$ cat src/rtl/input_debouncer_pkg.sv
// Shared constants, state type and sizing helpers for the pushbutton/switch debouncer.
// WIDTH is limited to 32 channels by the released-level helper.
package input_debouncer_pkg;

  localparam int unsigned DEB_CLK_HZ             = 50_000_000;
  localparam int unsigned DEB_STABLE_CYCLES_10MS = 500000;

  typedef enum logic {
    StStable,
    StPending
  } deb_state_e;

  // Ceiling log2, never less than 1 so a counter always has at least one bit.
  function automatic int unsigned deb_clog2(input int unsigned value);
    int unsigned result;
    int unsigned v;
    result = 0;
    v      = (value > 0) ? value - 1 : 0;
    while (v > 0) begin
      result++;
      v = v >> 1;
    end
    return (result == 0) ? 1 : result;
  endfunction

  // Idle (not pressed) level for each of the first `width` channels.
  function automatic logic [31:0] deb_released_level(input bit active_low,
                                                     input int unsigned width);
    logic [31:0] result;
    result = '0;
    for (int i = 0; i < 32; i++) begin
      if (i < width) begin
        result[i] = active_low;
      end
    end
    return result;
  endfunction

endpackage

$ cat src/rtl/input_debouncer_channel.sv
// Single-bit debouncer: synchronizer, saturating stability counter and 2-state FSM.
// The level, press and release outputs all come straight from flops.
module debounce_channel
  import input_debouncer_pkg::*;
#(
  parameter int unsigned STABLE_CYCLES = DEB_STABLE_CYCLES_10MS,
  parameter int unsigned SYNC_STAGES   = 2,
  parameter logic        RELEASED      = 1'b1
) (
  input  logic i_clk,
  input  logic i_rst_n,
  input  logic i_raw,
  output logic o_level,
  output logic o_press,
  output logic o_release
);

  localparam int unsigned     CntW    = deb_clog2(STABLE_CYCLES + 1);
  localparam logic [CntW-1:0] CntLast = CntW'(STABLE_CYCLES - 1);
  localparam logic [CntW-1:0] CntMax  = CntW'(STABLE_CYCLES);

  logic [SYNC_STAGES-1:0] r_sync;
  logic                   w_sync;

  always_ff @(posedge i_clk or negedge i_rst_n) begin
    if (!i_rst_n) begin
      r_sync <= {SYNC_STAGES{RELEASED}};
    end else begin
      r_sync <= {r_sync[SYNC_STAGES-2:0], i_raw};
    end
  end

  assign w_sync = r_sync[SYNC_STAGES-1];

  deb_state_e      w_state;
  logic [CntW-1:0] r_cnt;
  logic [CntW-1:0] w_cnt_next;
  logic            r_level;
  logic            w_level_next;
  logic            w_accept;
  logic            r_press;
  logic            r_release;
  logic            w_press_next;
  logic            w_release_next;

  always_ff @(posedge i_clk or negedge i_rst_n) begin
    if (!i_rst_n) begin
      r_cnt     <= '0;
      r_level   <= RELEASED;
      r_press   <= 1'b0;
      r_release <= 1'b0;
    end else begin
      r_cnt     <= w_cnt_next;
      r_level   <= w_level_next;
      r_press   <= w_press_next;
      r_release <= w_release_next;
    end
  end

  // The state is the disagreement between the synchronized input and the accepted level.
  always_comb begin
    w_state      = (w_sync != r_level) ? StPending : StStable;
    w_accept     = 1'b0;
    w_cnt_next   = '0;
    w_level_next = r_level;
    unique case (w_state)
      StStable: begin
        w_cnt_next = '0;
      end
      StPending: begin
        if (r_cnt == CntLast) begin
          w_accept     = 1'b1;
          w_level_next = w_sync;
        end else if (r_cnt != CntMax) begin
          w_cnt_next = r_cnt + 1'b1;
        end else begin
          w_cnt_next = r_cnt;
        end
      end
      default: begin
        w_cnt_next = '0;
      end
    endcase
  end

  always_comb begin
    w_press_next   = w_accept && (w_sync != RELEASED);
    w_release_next = w_accept && (w_sync == RELEASED);
  end

  assign o_level   = r_level;
  assign o_press   = r_press;
  assign o_release = r_release;

endmodule

$ cat src/rtl/input_debouncer.sv
// Multi-channel debouncer feeding the pushbuttons PIO, with press/release pulses and a
// sticky per-channel edge-capture register.
module input_debouncer
  import input_debouncer_pkg::*;
#(
  parameter int unsigned WIDTH         = 4,
  parameter int unsigned STABLE_CYCLES = DEB_STABLE_CYCLES_10MS,
  parameter bit          ACTIVE_LOW    = 1'b1,
  parameter int unsigned SYNC_STAGES   = 2
) (
  input  logic             clk_clk,
  input  logic             reset_reset_n,
  input  logic [WIDTH-1:0] raw_in,
  output logic [WIDTH-1:0] debounced_out,
  output logic [WIDTH-1:0] press_pulse,
  output logic [WIDTH-1:0] release_pulse,
  output logic [WIDTH-1:0] edge_capture,
  input  logic [WIDTH-1:0] edge_clear
);

  localparam logic [WIDTH-1:0] ReleasedVec = WIDTH'(deb_released_level(ACTIVE_LOW, WIDTH));

  logic [WIDTH-1:0] w_level;
  logic [WIDTH-1:0] w_press;
  logic [WIDTH-1:0] w_release;
  logic [WIDTH-1:0] r_edge_capture;

  for (genvar gi = 0; gi < WIDTH; gi++) begin : g_chan
    debounce_channel #(
      .STABLE_CYCLES(STABLE_CYCLES),
      .SYNC_STAGES  (SYNC_STAGES),
      .RELEASED     (ReleasedVec[gi])
    ) u_chan (
      .i_clk    (clk_clk),
      .i_rst_n  (reset_reset_n),
      .i_raw    (raw_in[gi]),
      .o_level  (w_level[gi]),
      .o_press  (w_press[gi]),
      .o_release(w_release[gi])
    );
  end

  // A press arriving together with a clear keeps the flag set so no press is lost.
  always_ff @(posedge clk_clk or negedge reset_reset_n) begin
    if (!reset_reset_n) begin
      r_edge_capture <= '0;
    end else begin
      r_edge_capture <= (r_edge_capture & ~edge_clear) | w_press;
    end
  end

  assign debounced_out = w_level;
  assign press_pulse   = w_press;
  assign release_pulse = w_release;
  assign edge_capture  = r_edge_capture;

endmodule
$ cat config.mk
export PLATFORM = sky130hd
export DESIGN_NAME = input_debouncer
export DESIGN_NICKNAME = d
export VERILOG_FILES = /design/src/rtl/input_debouncer_pkg.sv /design/src/rtl/input_debouncer_channel.sv /design/src/rtl/input_debouncer.sv
export SDC_FILE = /design/constraint.sdc
export NUM_CORES = 1
export LEC_CHECK = 0
export ABC_AREA = 1
export CAP_MARGIN = 25
export CORE_ASPECT_RATIO = 1.1
export CORE_UTILIZATION = 55
export DETAILED_ROUTE_END_ITERATION = 10
export PLACE_DENSITY = 0.83
export SYNTH_ARGS = -nofsm -noshare
export SYNTH_HDL_FRONTEND = slang
export SYNTH_SLANG_ARGS = --single-unit
$ cat constraint.sdc
create_clock -name clk_clk -period 1.5 [get_ports clk_clk]
set_clock_uncertainty 0.2 [all_clocks]
set_input_delay 0.15 -clock clk_clk [delete_from_list [all_inputs] [get_ports clk_clk]]
set_output_delay 0.15 -clock clk_clk [all_outputs]
set_load 0.01 [all_outputs]
[After elaboration in Yosys (flattened, before gate mapping)]
Index checks and enable logic that the tools add are counted.
Storage, ports and cells
  output and inout port bits: 16
  register bits: 100
Cells by class
  equality and inequality tests: 16
  mux-type cells: 24
  reductions and logical operators: 12
  add/sub/neg operators: 4
  bitwise logic cells: 11
Operator list (count)
  19-bit two-way mux: 8
  19-bit case mux with 2 select lines: 4
  19-bit by 1-bit adder with 19-bit output (second input constant): 4
  19-bit == test (second input constant): 4
  19-bit inequality test (second input constant): 4
  1-bit two-way mux: 12
  3-bit inequality test (second input constant): 4
  1-bit logical AND: 8
  1-bit inverter: 8
  2-bit AND reduction: 4
  4-bit bitwise AND: 1
  1-bit inequality test: 4
  4-bit inverter: 1
  4-bit bitwise OR: 1

[Longest topological paths before layout]
  word-level depth: 4
  mapped depth: 10
  mapped depth without buffers: 10

[Modules after synthesis]
From an unflattened synthesis, not the netlist that was laid out.
Unflattened totals
  cells, all modules: 772
  area total of the unflattened synthesis: 5975.7 sq um
Modules (own cells, without submodules)
  debounce_channel: area each 1453.9 sq um, times used 4, sequential area each 604.3 sq um, cells an instance 188
  input_debouncer: area each 160.2 sq um, times used 1, sequential area each 100.1 sq um, cells an instance 20

[Worst setup path after synthesis]
Ideal clock, no wire load.
  path kind: reg2reg
  start point: register g_chan[2].u_chan.r_cnt[0]
  end point: register g_chan[2].u_chan.r_cnt[17]
  path buffers: 0
  data arrival time: 1.249 ns
  data required time: 1.179 ns
  setup slack: -0.070 ns
  clock period less this slack: 1.570 ns
  stages on the path, launching flop included: 9
  cell sequence: dfrtp_1 -> ha_1 -> nand2_1 -> nor2_4 -> inv_2 -> nor2_1 -> nand3_2 -> nand3_1 -> nor2_1
On the way
  word-level cells in the longest chain between the ends: 4
Ends and longest elaborated chain
  from (decl): line input_debouncer_channel.sv:36  | logic [CntW-1:0] r_cnt;
  from (signal assigned): line input_debouncer_channel.sv:53  | r_cnt <= w_cnt_next;
  19-bit by 1-bit adder with 19-bit output: line input_debouncer_channel.sv:75  | w_cnt_next = r_cnt + 1'b1;
  19-bit two-way mux: line input_debouncer_channel.sv:74  | end else if (r_cnt != CntMax) begin
  19-bit two-way mux: line input_debouncer_channel.sv:71  | if (r_cnt == CntLast) begin
  19-bit case mux with 2 select lines: line input_debouncer_channel.sv:66  | unique case (w_state)
Parallel ways exist; a longest one is shown, timed or not. The select of a mux whose other input is x is not followed.
A chain may end at the register's enable or synchronous reset.

[Worst setup path in the final report]
  start point: register g_chan[2].u_chan.r_cnt[5]
  end point: register g_chan[2].u_chan.r_cnt[18]
The elaborated chain is that of the path after synthesis.

==> out/metrics.yaml <==
outcome:
  outcome: "finished, violations left"
  violations: "design-rule violations, negative setup slack"
worst_hold_path:
  hold_end: "edge_capture[3]$_DFF_PN0_"
  worstHoldPathType: "primary input to register"
  hp-start: "edge_clear[3]"
  hold_depth: 2
clock_network:
  htreeDepth: 3
  cts_root_buf: "clkbuf_8"
  cts_tree: "built"
  clk_path_buf_depth: 2
  clk_pin_slew_ns: 0.10
  insertion_delay_ns: 0.40
  cts_sinks: 100
  cts_inserted_buffers: 9
detailed_routing:
  drtAntennaViolNets: 0
  drt_iter0_drc: 546
  routed-via-count: 6181
  viasPerCell: 6.16
  drt-pass1-iter-count: 10
  avgRoutedWirePerCell_um: 20.4
  finalWirelength_mm: 20.5
  drc: 3
cells_and_area:
  fin_nets: 897
  utilization_pct: 83.1
  area_delta_synth_final_pct: 46.1
  diodes: 0
  stdcell_count: 1004
  stdcell_area_mm2: 0.00821
  mostFrequentLayoutCell: "nand2_1"
  final_cell_mix: "119 x nand2_1, 96 x nor2_1, 77 x buf_4, 73 x dfrtp_1, 67 x inv_1"
  drive_gt1_share_pct: 44.8
pwr:
  ir_drop_mv: 0.601
  power_density_mw_per_mm2: 624
  power.leakage_nw: 3.57
die:
  fp.dieH_um: 108
  num_rows: 38
  die_area_mm2: 0.0106
  io_pins: 26
  core_mm2: 0.00989
  start_util_pct: 56.9
  fp.dieW_um: 98.4
yosys:
  synth_fp_nets: 763
  yosysUniqueCellTypes: 29
  avgSynthCellArea_um2: 7.55
  ys_warn_count: 0
  synthCells: 745
  ys_ff_latch: 100
  yosysSeqAreaShare_pct: 44.8
  syn_area_mm2: 0.00562
global_route:
  antenna_found_initial: 0
  grt_max_degree: 31
  grt-ovfl-total: 0
  grt_pass1_wl_mm: 25.4
  grt_use_total_pct: 30.1
  grt_pass1_vias: 5579
setup_path:
  worstRegToRegCells: 7
  cp.arrival_ns: 2.07
  r2r-end: "g_chan[2].u_chan.r_cnt[18]$_DFFE_PN0P_"
  crit_path_end_kind: "register"
  r2r_start: "g_chan[2].u_chan.r_cnt[5]$_DFFE_PN0P_"
  worst-path-stages: 7
  critical_path_buf_inv_count: 0
  critPathKind: "register to register"
  crit_path_max_incr_delay_ns: 0.49
  cp_max_fo: 5
  crit_required_ns: 1.58
  cp_cell_sequence: "nand2_1 -> nor2_1 -> nand3_2 -> o21ai_0 -> nand2_1 -> nand2_1 -> nor2_1"
  cpLargestDelayFamily: "simple AND/OR/NAND/NOR gates"
  cpMaxStageDelayCell: "dfrtp_1"
  cp-start-kind: "register"
  crit_top_cell: "nand2_1"
  r2r_slack_ns: -0.49
placement:
  dp_hpwl_mm: 9.33
  port_buffers: 25
  dp.cells: 946
  dp_slack_ns: -0.183
  place.gp.congestion: 0.938
  place_area_mm2: 0.00650
timing:
  fin_crit_sh_pct: 133
  tightest_slew_ns: 0.645
  slew_headroom_pct: 57.0
  hold_viol: 0
  grt_setup_unrepaired: "true"
  hold_ws_ns: 0.134
  period_needed_ns: 1.99
  finalSetupViolations: 88
  drv_slew: 0
  layout_setup_ws_ns: -0.494
  fmax_ghz: 0.501
flow_run:
  maxCapViolations: 0
## cells in the mapped netlist
library cell,instances,share of area [%]
inv_2,3,0.20
dfrtp_1,88,39
xor2_1,19,3.0
ha_1,8,1.8
nand3_1,70,6.2
nand2_2,10,1.1
nor2_2,14,1.6
nand2_1,153,10
dfstp_2,12,5.6
o21ai_1,2,0.18
xnor2_1,13,2.0
nor3_1,17,1.5
o21bai_1,11,1.5
nand3b_1,1,0.13
or2_2,2,0.22
nor4_1,1,0.11
nor3b_1,2,0.27
nor3_4,1,0.29
nand3_2,8,1.4
buf_4,12,1.6
o21ai_0,8,0.71
inv_1,93,6.2
and2_1,3,0.33
a31oi_1,1,0.11
nor2_4,5,1.0
nand4_1,18,2.0
nor2_1,160,11
buf_2,4,0.36
a21oi_1,6,0.53
## flip-flops by register name, indices dropped and copies added (netlist names)
| register | count |
|---|---|
| g_chan.u_chan.o_level | 4 |
| g_chan.u_chan.o_press | 4 |
| g_chan.u_chan.r_cnt | 76 |
| g_chan.u_chan.r_sync | 8 |
| g_chan.u_chan.o_release | 4 |
| edge_capture | 4 |
## where the power goes
part	total, mW	leakage [nW]	internal, mW	switching [mW]
Sequential	2.80	1.32	2.74	0.0576
Clock	1.80	0.0893	0.769	1.03
Combinational	0.530	2.16	0.238	0.292
Total	5.13	3.57	3.75	1.38
## layout make-up
class | instances | area (um^2)
Tap cell | 120 | 150
Clock inverter | 5 | 55.1
Multi-Input combinational cell | 533 | 3720
Inverter | 96 | 383
Sequential cell | 100 | 2540
Timing Repair Buffer | 139 | 1240
Clock buffer | 11 | 131
Fill cell | 474 | 1680
## through the flow
step / TNS, ns / power [mW]
3_5_place_dp: -4.22 / 3.13
3_3_place_gp: -1.08 / 3.11
5_1_grt: -17.89 / 5.25
4_1_cts: -4.91 / 4.95
6_report: -13.54 / 5.13
2_1_floorplan: -0.0162 / 2.93
## worst max-delay path by stage
stage / start / end
after floorplan: g_chan[0].u_chan.r_cnt[0]$_DFFE_PN0P_ / g_chan[0].u_chan.r_cnt[12]$_DFFE_PN0P_
after global placement: g_chan[3].u_chan.r_cnt[0]$_DFFE_PN0P_ / g_chan[3].u_chan.r_cnt[10]$_DFFE_PN0P_
after detailed placement: g_chan[2].u_chan.r_cnt[1]$_DFFE_PN0P_ / g_chan[2].u_chan.r_cnt[1]$_DFFE_PN0P_
after CTS: g_chan[2].u_chan.r_cnt[1]$_DFFE_PN0P_ / g_chan[2].u_chan.r_cnt[1]$_DFFE_PN0P_
after global routing: g_chan[2].u_chan.r_cnt[5]$_DFFE_PN0P_ / g_chan[2].u_chan.r_cnt[18]$_DFFE_PN0P_
final: g_chan[2].u_chan.r_cnt[5]$_DFFE_PN0P_ / g_chan[2].u_chan.r_cnt[18]$_DFFE_PN0P_
## what timing repair did
item / 4_1_cts / 5_1_grt
endpoints found under the setup margin: 86 / 100
hold endpoints to repair: 104 / 0
buffers inserted: 15 / 27
pin swaps: 50 / 80
hold buffers: 6 / 0
resized for setup: 177 / 186
## routing by layer
metal	GRT usage, %	share of wire, %
met1	34.2	35
met2	54.8	50
met3	6.01	8.2
met4	13.4	6.6
met5	0	0
## cells by family (layout without fill, tap and decap cells)
| logic type | count (synthesis) | in the layout | synth area share (%) |
|---|---|---|---|
| adders and majority gates | 8 | 8 | 1.78 |
| and+or+nand+nor | 465 | 465 | 37.1 |
| DFF | 100 | 100 | 44.8 |
| xor gates and xnor gates | 32 | 32 | 4.98 |
| buffers and inverters | 112 | 251 | 8.37 |
| AOI/OAI and AO/OA | 28 | 28 | 3.00 |
Power figures use the tool's default switching activity.
==> RTL edit 1: new RTL, config.mk and constraints unchanged <==
`DEB_STABLE_CYCLES_10MS`: 500000 -> 2000000.
--- a/src/rtl/input_debouncer_pkg.sv
+++ b/src/rtl/input_debouncer_pkg.sv
@@ -4,5 +4,5 @@
 
   localparam int unsigned DEB_CLK_HZ             = 50_000_000;
-  localparam int unsigned DEB_STABLE_CYCLES_10MS = 500000;
+  localparam int unsigned DEB_STABLE_CYCLES_10MS = 2000000;
 
   typedef enum logic {
Formal check against the unedited RTL: same outputs for any inputs over 10 cycles, from zero or initial values and one cycle with reset_reset_n low; that may be too few to reach the edited logic, so the function may still have changed.
==> RTL edit 1 against the original RTL <==
The flow finishes with violations (setup timing). Count of clock-buffer cells in the layout unchanged. Clock power up 60%. Synthesized area up 15%. Sequential power up 8.2%. Maximum frequency up 1.6%. Sequential cell count up 8. Combinational power up 27%. Hold slack worse by 0.10 ns. Worst setup slack better by 0.032 ns. Routed wire length up 47%. Cell area up 20%. Power up 28%. Die area up 15%. Critical endpoint is now g_chan[3].u_chan.r_cnt[15]$_DFFE_PN0P_. Largest cell class unchanged.
==> RTL edit 1: results (changes against the original RTL) <==
| Metric | Value |
|---|---|
| Status | finished, violations left (unchanged) |
| Failing checks | setup timing (was DRC, setup timing) |
| Post-synthesis adder-cell area fraction | 0.0155 (was 0.0178) |
| Post-Place Worst Slack | -0.155 ns (was -0.183 ns) |
| Hold path cells | 1 (was 2) |
| Met2 usage | 0.621 (was 0.548) |
| Final setup margin | -0.462 ns (was -0.494 ns) |
| Seq/Total Area, Yosys | 0.420 (was 0.448) |
| Pin count of the biggest net entering global routing | 65 (was 31) |
| Worst slew pin tran | 0.382 ns (was 0.645 ns) |
| CTS root buf | clkbuf_16 (was clkbuf_8) |
| Top cells by count, synth | nand2_1 (239), nor2_1 (201), inv_1 (105) (was nor2_1 (160), nand2_1 (153), inv_1 (93)) |
| Met3 Usage GRT | 0.0512 (was 0.0601) |
| Reg2reg start | g_chan[3].u_chan.r_cnt[9]$_DFFE_PN0P_ (was g_chan[2].u_chan.r_cnt[5]$_DFFE_PN0P_) |
| Routed wire length | 30.0 mm (was 20.5 mm) |
| CP Data Arrival Time | 2.03 ns (was 2.07 ns) |
| Worst reg2reg path endpoint | g_chan[3].u_chan.r_cnt[15]$_DFFE_PN0P_ (was g_chan[2].u_chan.r_cnt[18]$_DFFE_PN0P_) |
| Largest registers | g_chan.u_chan.r_cnt x84, g_chan.u_chan.r_sync x8 (was g_chan.u_chan.r_cnt x76, g_chan.u_chan.r_sync x8) |
| GP Congestion | 0.905 (was 0.938) |
| Final setup fails | 93 (was 88) |
| 1st-iter DRT viols | 1160 (was 546) |
| Met2 WL | 13.3 mm (was 10.3 mm) |
| Final Net Count | 1131 (was 897) |
| Max incr delay on CP | 0.39 ns (was 0.49 ns) |
| First-pass GRT wire length | 33.3 mm (was 25.4 mm) |
| Top sig layer | met5 (was met4) |
| CP Launch Point | g_chan[3].u_chan.r_cnt[9]$_DFFE_PN0P_ (was g_chan[2].u_chan.r_cnt[5]$_DFFE_PN0P_) |
| Post-Syn Instances | 909 (was 745) |
| Worst Hold End | g_chan[2].u_chan.r_sync[0]$_DFF_PN1_ (was edge_capture[3]$_DFF_PN0_) |
| Mapped Nets | 927 (was 763) |
==> RTL edit 1: changes by cell type in the layout (fill, tap and decap cells not counted), moves of 9 or more <==
cell       before  now
nand2_1       119  194
buf_4          77  142
nor2_4         39   60
nor2_2         44   64
inv_1          67   84
nor2_1         96  109
clkbuf_16       0    9
clkbuf_8        9    0
nand2_2        28   37
==> RTL edit 1: cell type report <==
| class | instances | area (sq um) |
|---|---|---|
| flip-flops and latches | 108 | 2740 |
| well taps | 150 | 188 |
| clock buffers | 11 | 233 |
| multi-input cells | 675 | 4390 |
| repair buffers | 206 | 1780 |
| fillers | 484 | 1610 |
| diodes | 2 | 5.00 |
| clock inverters | 4 | 98.8 |
| inverters | 113 | 455 |
==> RTL edit 1: power groups by stage <==
stage                     registers, mW  logic [mW]  clock network [mW]
after floorplan                    3.05       0.151                   0
after global placement             3.05       0.384                   0
after global routing               3.03       0.708                2.98
final                              3.03       0.672                2.88
after detailed placement           3.05       0.398                   0
after CTS                          3.01       0.500                2.72
==> RTL edit 2: new RTL, same settings <==
Made on the original files. Add an input register stage for `raw_in` and `edge_clear`; this delays them by one clock.
--- a/src/rtl/input_debouncer.sv
+++ b/src/rtl/input_debouncer.sv
@@ -21,4 +21,12 @@
   localparam logic [WIDTH-1:0] ReleasedVec = WIDTH'(deb_released_level(ACTIVE_LOW, WIDTH));
 
+  logic [WIDTH-1:0] raw_q;
+  logic [WIDTH-1:0] edge_clear_q;
+
+  always_ff @(posedge clk_clk) begin
+    raw_q        <= raw_in;
+    edge_clear_q <= edge_clear;
+  end
+
   logic [WIDTH-1:0] w_level;
   logic [WIDTH-1:0] w_press;
@@ -34,5 +42,5 @@
       .i_clk    (clk_clk),
       .i_rst_n  (reset_reset_n),
-      .i_raw    (raw_in[gi]),
+      .i_raw    (raw_q[gi]),
       .o_level  (w_level[gi]),
       .o_press  (w_press[gi]),
@@ -46,5 +54,5 @@
       r_edge_capture <= '0;
     end else begin
-      r_edge_capture <= (r_edge_capture & ~edge_clear) | w_press;
+      r_edge_capture <= (r_edge_capture & ~edge_clear_q) | w_press;
     end
   end
Function: no difference found for any inputs over 10 cycles, from zero or initial values and one cycle with reset_reset_n low; that may be too few to reach the edited logic, so the function may still have changed.
==> RTL edit 2 against the original RTL <==
The flow finishes with violations (hold timing, setup timing). Power is 17% higher. Sequential cell count is 8 higher. Routed wire length is 1.8% lower. Clock power is 38% higher. Cell area is 4.1% higher. Non-clock buffer count is 13 higher. Sequential power is 7.9% higher. Worst setup slack better by 0.21 ns. Synthesized area is 5.9% higher. Highest routed layer unchanged.
==> RTL edit 2: results (changes against the original RTL) <==
| Metric | Value |
|---|---|
| Seq/Total Area, Yosys | 0.450 (was 0.448) |
| Ys flop type | dfrtp_1 (unchanged) |
| Post-Syn Instances | 792 (was 745) |
| Area contributors post-synth | dfrtp_1 (37%), nor2_1 (11%), nand2_1 (10%) (was dfrtp_1 (39%), nor2_1 (11%), nand2_1 (10%)) |
| Worst-path clk slew | 0.08 ns (was 0.10 ns) |
| Placement-stage cell area | 7100 sq um (was 6500 sq um) |
| Final setup fails | 81 (was 88) |
| Final Net Count | 958 (was 897) |
| Peak supply drop | 0.865 mV (was 0.601 mV) |
| Ys Warns | 0 (unchanged) |
| R2R Setup Slk | -0.28 ns (was -0.49 ns) |
| GP Congestion | 0.853 (was 0.938) |
| Unique cell type count in the Yosys netlist | 38 (was 29) |
| Max incr delay on CP | 0.42 ns (was 0.49 ns) |
| Reg2reg start | g_chan[0].u_chan.r_cnt[3]$_DFFE_PN0P_ (was g_chan[2].u_chan.r_cnt[5]$_DFFE_PN0P_) |
| Via count | 6343 (was 6181) |
| Post-Place Cells | 1042 (was 946) |
| Routed wire length | 20.1 mm (was 20.5 mm) |
| CTS root buf | clkbuf_16 (was clkbuf_8) |
| Layout cells sized above 1 | 0.424 (was 0.448) |
| Worst reg2reg path endpoint | g_chan[0].u_chan.r_cnt[16]$_DFFE_PN0P_ (was g_chan[2].u_chan.r_cnt[18]$_DFFE_PN0P_) |
| Class of the worst hold path | in2async (was in2reg) |
| 1st-iter DRT viols | 579 (was 546) |
| Final Hold Fails | 11 (was 0) |
| Mapped Nets | 810 (was 763) |
| Top cells by count, synth | nor2_1 (177), nand2_1 (158), inv_1 (95) (was nor2_1 (160), nand2_1 (153), inv_1 (93)) |
| Pin count of the biggest net entering global routing | 50 (was 31) |
| Minimum hold slack | -0.0310 ns (was 0.134 ns) |
| First-pass GRT wire length | 24.6 mm (was 25.4 mm) |
| Status | finished, violations left (unchanged) |
| Setup_tns | -10.22 ns (was -13.54 ns) |
| Vias in the first global route | 5503 (was 5579) |
| Clock Latency Late Sink | 0.37 ns (was 0.40 ns) |
| Reg2Reg Depth | 9 (was 7) |
| Final Non-Filler Cells | 1088 (was 1004) |
| Pleak | 3.83 nW (was 3.57 nW) |
| Failing checks | hold timing, setup timing (was DRC, setup timing) |
| Residual DRC | 0 (was 3) |
| Hpwl dp | 9.81 mm (was 9.33 mm) |
| Fillers | 566 (was 474) |
| Worst slew pin tran | 0.348 ns (was 0.645 ns) |
| Final setup margin | -0.285 ns (was -0.494 ns) |
| Worst-path maximum fanout | 3 (was 5) |
| Asr flop ratio synth | 0.926 (was 1.00) |
| Max clock buf depth | 2 (unchanged) |
| CP Data Arrival Time | 1.87 ns (was 2.07 ns) |
| DRT Pass-1 Iters | 5 (was 10) |
| GRT Total Usage | 0.280 (was 0.301) |
| Antenna violations before repair | 0 (unchanged) |
RTL edit 2: stage by stage:
step / total power, mW / worst slack, ns
2_1_floorplan: 3.19 / -0.0449
3_3_place_gp: 3.38 / -0.0763
3_5_place_dp: 3.39 / -0.144
4_1_cts: 5.83 / -0.123
5_1_grt: 6.14 / -0.373
6_report: 5.98 / -0.285
RTL edit 2: how the worst min path moves through the flow:
stage	startpoint	end	slack [ns]	cells past startpoint
CTS	raw_in[0]	raw_q[0]$_DFF_P_	0.03	1
global placement	reset_reset_n	edge_capture[2]$_DFF_PN0_	-0.19	1
finish	reset_reset_n	g_chan[2].u_chan.r_cnt[11]$_DFFE_PN0P_	-0.03	2
global route	reset_reset_n	g_chan[2].u_chan.r_cnt[14]$_DFFE_PN0P_	-0.001	2
detailed placement	reset_reset_n	edge_capture[2]$_DFF_PN0_	-0.19	1
floorplan	reset_reset_n	edge_capture[0]$_DFF_PN0_	-0.35	0
RTL edit 2: kinds of logic (layout without fill, tap and decap cells):
logic type | Yosys count | after routing | synth area share
and+or+nand+nor | 503 | 505 | 0.386
buffers and inverters | 121 | 272 | 0.0857
DFF | 108 | 108 | 0.450
AOI/OAI and AO/OA | 28 | 28 | 0.0261
xor gates and xnor gates | 24 | 24 | 0.0353
adders and majority gates | 8 | 8 | 0.0168
RTL edit 2: layout make-up:
class,count,area [sq um],share of cell area
sequential,108,2690,0.315
tap,143,179,0.0209
inverter,104,419,0.0490
clock inverter,5,61.3,0.00717
timing repair buffer,152,1320,0.154
multi-input combinational,565,3650,0.427
clock buffer,11,233,0.0272
RTL edit 2: metal layers:
layer	share of wire	vias up	wire [um]	GRT usage
met2	0.50	385	10100	0.468
met4	0.056	0	1120	0.121
met1	0.37	3073	7370	0.349
met5	0	-	0	0
li1	-	2768	-	-
met3	0.074	117	1490	0.0555
RTL edit 2: what timing repair did:
item,in CTS,in global routing
endpoints found under the hold margin,100,0
cloned,1,2
resized for setup,123,184
pin swaps,50,60
hold buffers,2,0
setup buffers,8,22
endpoints found under the setup margin,80,97
RTL edit 2: report_power, final:
part / total (mW) / leakage [nW] / switching [mW] / internal, mW
sequential: 3.02 / 1.39 / 0.0545 / 2.96
combinational: 0.473 / 2.30 / 0.271 / 0.202
clock: 2.49 / 0.138 / 1.18 / 1.31
total: 5.98 / 3.83 / 1.51 / 4.47
